<file path="src/rtl/dma_sequencer.sv">
// dma_sequencer: cartridge transfer engine. Takes the glue's Execute pulse,
// drives DMA/DMARW for the bus glue, steps the C64/RAM address and length
// counters one byte per PHI2 cycle (two for swap), stalls while BA is low and
// reports EOB/Fault/IRQ status.
module dma_sequencer #(
    parameter int RAW = 24,
    parameter int LW  = 16
) (
    input  logic           PHI2,
    input  logic           nRES,
    input  logic           Execute,
    input  logic [1:0]     Cmd,
    input  logic [15:0]    C64AInit,
    input  logic [RAW-1:0] RAMAInit,
    input  logic [LW-1:0]  LenInit,
    input  logic           FixC64,
    input  logic           FixRAM,
    input  logic           Autoload,
    input  logic           IntEnEOB,
    input  logic           IntEnFault,
    input  logic           StatusRD,
    input  logic           BA,
    input  logic [7:0]     C64D,
    input  logic [7:0]     RAMD,
    output logic           DMA,
    output logic           DMARW,
    output logic [15:0]    C64A,
    output logic [RAW-1:0] RAMA,
    output logic [LW-1:0]  LenCur,
    output logic [7:0]     C64Dout,
    output logic [7:0]     RAMDout,
    output logic           RAMnCE,
    output logic           RAMnWE,
    output logic           Busy,
    output logic           EOB,
    output logic           Fault,
    output logic           IRQ
);

    typedef enum logic [2:0] {S_IDLE, S_ARM, S_XFER, S_SWAPW, S_FINISH} state_t;
    typedef enum logic [1:0] {CMD_STASH, CMD_FETCH, CMD_SWAP, CMD_VERIFY} cmd_t;

    state_t         state_q, state_d;
    cmd_t           cmd_q, cmd_d;
    logic [15:0]    c64a_q, c64a_d;
    logic [RAW-1:0] rama_q, rama_d;
    logic [LW-1:0]  len_q, len_d;
    logic [7:0]     c64_lat_q, c64_lat_d;
    logic [7:0]     ram_lat_q, ram_lat_d;
    logic           dma_q, dma_d;
    logic           dmarw_q, dmarw_d;
    logic           busy_q, busy_d;
    logic           eob_q, eob_d;
    logic           fault_q, fault_d;
    logic           irq_q, irq_d;

    logic accept, byte_done, set_eob, set_fault, xfer_go;

    // Next-state, counter and status-flag computation for the whole sequencer.
    always_comb begin
        // NOTE: every variable gets its hold value first so no path through the
        // case below can leave one unassigned and infer a latch.
        state_d   = state_q;
        cmd_d     = cmd_q;
        c64a_d    = c64a_q;
        rama_d    = rama_q;
        len_d     = len_q;
        c64_lat_d = c64_lat_q;
        ram_lat_d = ram_lat_q;
        dma_d     = dma_q;
        dmarw_d   = dmarw_q;
        busy_d    = busy_q;
        accept    = 1'b0;
        byte_done = 1'b0;
        set_eob   = 1'b0;
        set_fault = 1'b0;

        case (state_q)
            S_IDLE: begin
                if (Execute) begin
                    accept  = 1'b1;
                    state_d = S_ARM;
                    cmd_d   = cmd_t'(Cmd);
                    c64a_d  = C64AInit;
                    rama_d  = RAMAInit;
                    len_d   = LenInit;
                    busy_d  = 1'b1;
                    dma_d   = 1'b1;
                    dmarw_d = 1'b1;
                end
            end
            S_ARM: begin
                // Bus direction for the first transfer cycle; only fetch writes the C64.
                state_d = S_XFER;
                dmarw_d = (cmd_q != CMD_FETCH);
            end
            S_XFER: begin
                if (BA) begin
                    case (cmd_q)
                        CMD_SWAP: begin
                            c64_lat_d = C64D;
                            ram_lat_d = RAMD;
                            dmarw_d   = 1'b0;
                            state_d   = S_SWAPW;
                        end
                        CMD_VERIFY: begin
                            byte_done = 1'b1;
                            set_fault = (C64D != RAMD);
                        end
                        default: byte_done = 1'b1;
                    endcase
                end
            end
            S_SWAPW: begin
                if (BA) begin
                    byte_done = 1'b1;
                    dmarw_d   = 1'b1;
                    state_d   = S_XFER;
                end
            end
            S_FINISH: begin
                state_d = S_IDLE;
                if (Autoload) begin
                    c64a_d = C64AInit;
                    rama_d = RAMAInit;
                    len_d  = LenInit;
                end
            end
            default: state_d = S_IDLE;
        endcase

        // A completed byte advances the addresses; the last byte leaves LenCur at 1.
        if (byte_done) begin
            if (!FixC64) c64a_d = c64a_q + 16'd1;
            if (!FixRAM) rama_d = rama_q + RAW'(1);
            if (len_q == LW'(1)) set_eob = 1'b1;
            else                 len_d   = len_q - LW'(1);
        end

        if (set_eob || set_fault) begin
            state_d = S_FINISH;
            dma_d   = 1'b0;
            busy_d  = 1'b0;
            dmarw_d = 1'b1;
        end

        // A flag being set outranks a coincident status read.
        eob_d   = set_eob   ? 1'b1 : ((accept || StatusRD) ? 1'b0 : eob_q);
        fault_d = set_fault ? 1'b1 : ((accept || StatusRD) ? 1'b0 : fault_q);
        irq_d   = (eob_d & IntEnEOB) | (fault_d & IntEnFault);
    end

    // State register; nRES drops DMA and every flag without waiting for PHI2.
    always_ff @(posedge PHI2 or negedge nRES) begin
        // NOTE: sequential state uses non-blocking assignments so every flop
        // samples the pre-edge values regardless of statement order.
        if (!nRES) begin
            state_q   <= S_IDLE;
            cmd_q     <= CMD_STASH;
            c64a_q    <= '0;
            rama_q    <= '0;
            len_q     <= '0;
            c64_lat_q <= '0;
            ram_lat_q <= '0;
            dma_q     <= 1'b0;
            dmarw_q   <= 1'b1;
            busy_q    <= 1'b0;
            eob_q     <= 1'b0;
            fault_q   <= 1'b0;
            irq_q     <= 1'b0;
        end else begin
            state_q   <= state_d;
            cmd_q     <= cmd_d;
            c64a_q    <= c64a_d;
            rama_q    <= rama_d;
            len_q     <= len_d;
            c64_lat_q <= c64_lat_d;
            ram_lat_q <= ram_lat_d;
            dma_q     <= dma_d;
            dmarw_q   <= dmarw_d;
            busy_q    <= busy_d;
            eob_q     <= eob_d;
            fault_q   <= fault_d;
            irq_q     <= irq_d;
        end
    end

    // RAM strobes are live only in a transfer cycle where VIC has released the bus.
    assign xfer_go = BA && (state_q == S_XFER || state_q == S_SWAPW);
    assign RAMnCE  = ~xfer_go;
    assign RAMnWE  = ~(xfer_go && (state_q == S_SWAPW || cmd_q == CMD_STASH));

    // Stash/fetch pass data straight through; swap writes back the latched bytes.
    assign RAMDout = (state_q == S_XFER && cmd_q == CMD_STASH) ? C64D : c64_lat_q;
    assign C64Dout = (state_q == S_XFER && cmd_q == CMD_FETCH) ? RAMD : ram_lat_q;

    assign DMA    = dma_q;
    assign DMARW  = dmarw_q;
    assign C64A   = c64a_q;
    assign RAMA   = rama_q;
    assign LenCur = len_q;
    assign Busy   = busy_q;
    assign EOB    = eob_q;
    assign Fault  = fault_q;
    assign IRQ    = irq_q;

endmodule

</file>
<file path="config.mk">
export PLATFORM = sky130hd
export DESIGN_NAME = dma_sequencer
export DESIGN_NICKNAME = d
export VERILOG_FILES = /design/src/rtl/dma_sequencer.sv
export SDC_FILE = /design/constraint.sdc
export NUM_CORES = 1
export LEC_CHECK = 0
export ABC_AREA = 1
export BUFFER_PORTS_ARGS = -buffer_cell sky130_fd_sc_hd__buf_4
export CAP_MARGIN = 20
export CORE_ASPECT_RATIO = 1.5
export CORE_MARGIN = 2
export CORE_UTILIZATION = 52
export CTS_CLUSTER_DIAMETER = 80
export CTS_CLUSTER_SIZE = 10
export DETAILED_ROUTE_END_ITERATION = 10
export HOLD_SLACK_MARGIN = 0.02
export PLACE_DENSITY = 0.81
export SYNTH_ARGS = -nofsm -noshare
export SYNTH_HDL_FRONTEND = slang
export SYNTH_SLANG_ARGS = --single-unit
</file>
<file path="constraint.sdc">
create_clock -name PHI2 -period 1.7 [get_ports PHI2]
set_input_delay 0.085 -clock PHI2 [delete_from_list [all_inputs] [get_ports PHI2]]
set_output_delay 0.085 -clock PHI2 [all_outputs]
set_load 0.005 [all_outputs]
</file>
==> summary.txt <==
Placed design
  • IO buf count: 163
  • Placer Congestion: 0.949
  • Setup slack at placement: -0.0369 ns
  • Dpl cell area: 0.00678 mm2
  • Hpwl dp: 10.9 mm

Routing
  • Residual DRC: 0
  • Routed WL per cell: 14.4 um
  • Detail Route Antenna Nets: 0
  • DRT Wirelength: 15.8 mm
  • Via count: 5,873
  • Vias per cell: 5.37
  • Iter 0 DRT Violations: 372
  • First-pass detailed-route iteration total: 7

Critical path
  • Critical path endpoint category: flip-flop
  • Max Fanout on Critical Path: 34
  • Crit path DAT: 1.87 ns
  • RR Startpoint: state_q[1]$_DFFE_PN0P_
  • Startpoint types: flip-flop
  • Worst path required time: 1.92 ns
  • Worst Setup SP: state_q[1]$_DFFE_PN0P_
  • Kind of critical path: reg -> reg

STA
  • Endpoints failing setup: 0
  • Slew @ Worst Pin: 0.593 ns
  • Clk_skew: 0.00660 ns
  • Final min period: 1.65 ns
  • Fin worst setup slack: 0.0465 ns
  • Period utilization: 97.3%
  • RSZ-0062 raised after global routing: true
  • Slew HR: 60.5%
  • Slew Viols, Final: 0
  • FMAX: 0.605 GHz
  • Final hold vios: 0

Floorplanning
  • Initial Util: 53.1%
  • Number of top-level pins: 164
  • Core Area: 0.0101 mm2
  • Rows: 45
  • Die area: 0.0111 mm2
  • Die W: 86.9 um
  • Die Ht: 128 um

Synthesis
  • Syn Nets: 849
  • Synth warn: 0
  • Synth unique cells: 40
  • Cell count after synthesis: 761
  • Seq cells post-synth: 82
  • FFs w/ async S/R, synth: 100%
  • Mapped cell area: 0.00535 mm2
  • Post-synthesis sequential area ratio: 38.4%
  • Count of flip-flops with a built-in enable after synthesis: 0
  • Mean Syn Cell Area: 7.04 um2
  • Commonest register cell after synthesis: dfrtp_1

Power and ir drop
  • Clk pwr share: 14.7%
  • Peak VDD IR: 957 uV
  • Pwr dens: 1760 mW/mm2
  • Pint: 0.00770 W
  • Register share of total power: 30.7%
  • Sw frac: 42.6%
  • P_sw: 0.00572 W
  • Design Power: 0.0134 W
  • Leak pwr: 3.84 nW
  • Combinational cell fraction of total power: 54.6%

Finish
  • Antenna cells: 0
  • Nets@finish: 1,060
  • Area delta synth->final: 42.8%
  • Fin area: 0.00765 mm2
  • Ratio of cells with drive above 1 in the final layout: 29.4%
  • Commonest non-fill, non-tap cell in the layout: buf_4
  • Most frequent cells in the layout: buf_4, nand2_1, inv_1
  • Layout fillers: 782

Clocking
  • Sink Count: 82
  • H-tree levels: 3
  • Reg clk slew, reported paths: 0.06 ns
  • Skew-Pair Late Insertion Delay: 0.34 ns
  • Inserted Clock Buffers: 9
  • CTS tree: built
  • Clk root buf: clkbuf_16
  • Longest Clk Path Bufs: 2

Global route
  • Largest net degree at the start of global routing: 57
  • Overflow after GRT: 0
  • Total GRT Usage: 27.1%
  • Initial antenna violation count: 0
  • Number of global-route vias before repair: 5,417
  • Global-route wire length before repair: 24.3 mm

Job
  • Max Cap Viol: 0

Worst hold path
  • Min-Delay Path Class: in -> reg
  • Hold_sp: LenInit[7]

Outcome
  • Outcome: completed
## worst max-delay path: stages (launching register included)
cell and delay (ns):
dfrtp_2 0.44, inv_1 0.10, nand2_2 0.08, inv_1 0.11
nand3_2 0.13, nand2_8 0.13, inv_2 0.05, buf_12 0.16
o21ai_0 0.22, o21ai_1 0.10
## stage by stage
| stage | hold WS (ns) | setup TNS (ns) | util [%] | cells |
|---|---|---|---|---|
| floorplan | -0.211 | 0 | - | 761 |
| global placement | 0.121 | 0 | 67.3 | 1043 |
| detailed placement | 0.119 | -0.0718 | 67.3 | 1043 |
| CTS | 0.0203 | 0 | 72.5 | 1080 |
| global route | 0.0282 | -0.357 | 75.9 | 1094 |
| finish | 0.0171 | 0 | 75.9 | 1094 |
## metal layers
layer  track usage, %  up-vias  share of wire, %
met3             4.44       35               6.0
met1             32.9     2713                40
met2             46.7      228                51
met4             11.6        0               2.8
li1                 -     2897                 -
met5                0        -                 0
## timing repair
item | in CTS | in global routing
resized for setup | 7 | 74
pin swaps | 0 | 7
hold buffers | 21 | 0
cloned | 0 | 2
endpoints found under the hold margin | 57 | 0
setup endpoints to repair | 18 | 64
setup buffers | 0 | 12
## cell families after synthesis
family	share of synthesized area [%]
buffers and inverters	10.9
multiplexers	0.561
AND/OR/NAND/NOR	28.6
adder cells (fa/ha/maj)	0.935
flip-flops	38.4
AO/OA/AOI/OAI	17.6
XOR/XNOR	3.11
## power by group through the flow
stage          Combinational (W)  Sequential [W]  Clock (W)
2_1_floorplan            0.00389         0.00392          0
3_3_place_gp             0.00648         0.00401          0
3_5_place_dp             0.00660         0.00403          0
4_1_cts                  0.00671         0.00401    0.00201
5_1_grt                  0.00818         0.00425    0.00208
6_report                 0.00732         0.00412    0.00198
## cell usage after synthesis (2+ instances only)
cell type	number	area [um2]
nor2_2	4	25.0
nand3_1	43	215
inv_2	5	18.8
nand2_4	5	56.3
o21ai_0	78	390
o211ai_2	3	37.5
a21oi_1	36	180
clkinv_2	2	10.0
ha_1	4	50.1
nor2_1	93	349
nand2_1	183	687
buf_6	12	135
o211ai_1	6	45.0
mux2i_1	3	30.0
buf_2	10	50.1
inv_1	90	338
nor3_1	13	65.1
o21ai_1	24	120
nand4_1	13	81.3
o22ai_1	9	56.3
xnor2_1	8	70.1
buf_4	2	15.0
a31oi_1	4	25.0
dfrtp_1	81	2030
nand3b_1	2	15.0
xor2_1	11	96.3
or2_2	2	12.5
o21bai_1	3	22.5
## layout make-up
| class | instances | area, um2 | share of cell area, % |
|---|---|---|---|
| multi-input combinational | 556 | 2920 | 38.1 |
| sequential | 82 | 2060 | 27.0 |
| timing repair buffer | 226 | 1850 | 24.2 |
| inverter | 97 | 374 | 4.89 |
| clock buffer | 14 | 264 | 3.45 |
| tap | 117 | 146 | 1.91 |
| clock inverter | 2 | 35.0 | 0.458 |
## path summary, 6_finish.rpt
kind	end	slack (ns)	cells past startpoint
max	LenCur[10]$_DFF_PN0_	0.05	9
min	LenCur[7]$_DFF_PN0_	0.02	3
max reg2reg	LenCur[10]$_DFF_PN0_	0.05	9
min reg2reg	DMARW$_DFFE_PN1P_	0.46	2
max in group asynchronous	DMARW$_DFFE_PN1P_	0.80	3
min in group asynchronous	c64_lat_q[5]$_DFFE_PN0P_	0.29	2
## state kept, by name (all words and copies together), names as in the netlist, 2 cells and up
signal,count
RAMA,24
C64A,16
LenCur,16
c64_lat_q,8
ram_lat_q,8
state_q,3
cmd_q,2
No activity file was read; power rests on OpenSTA's default activity.
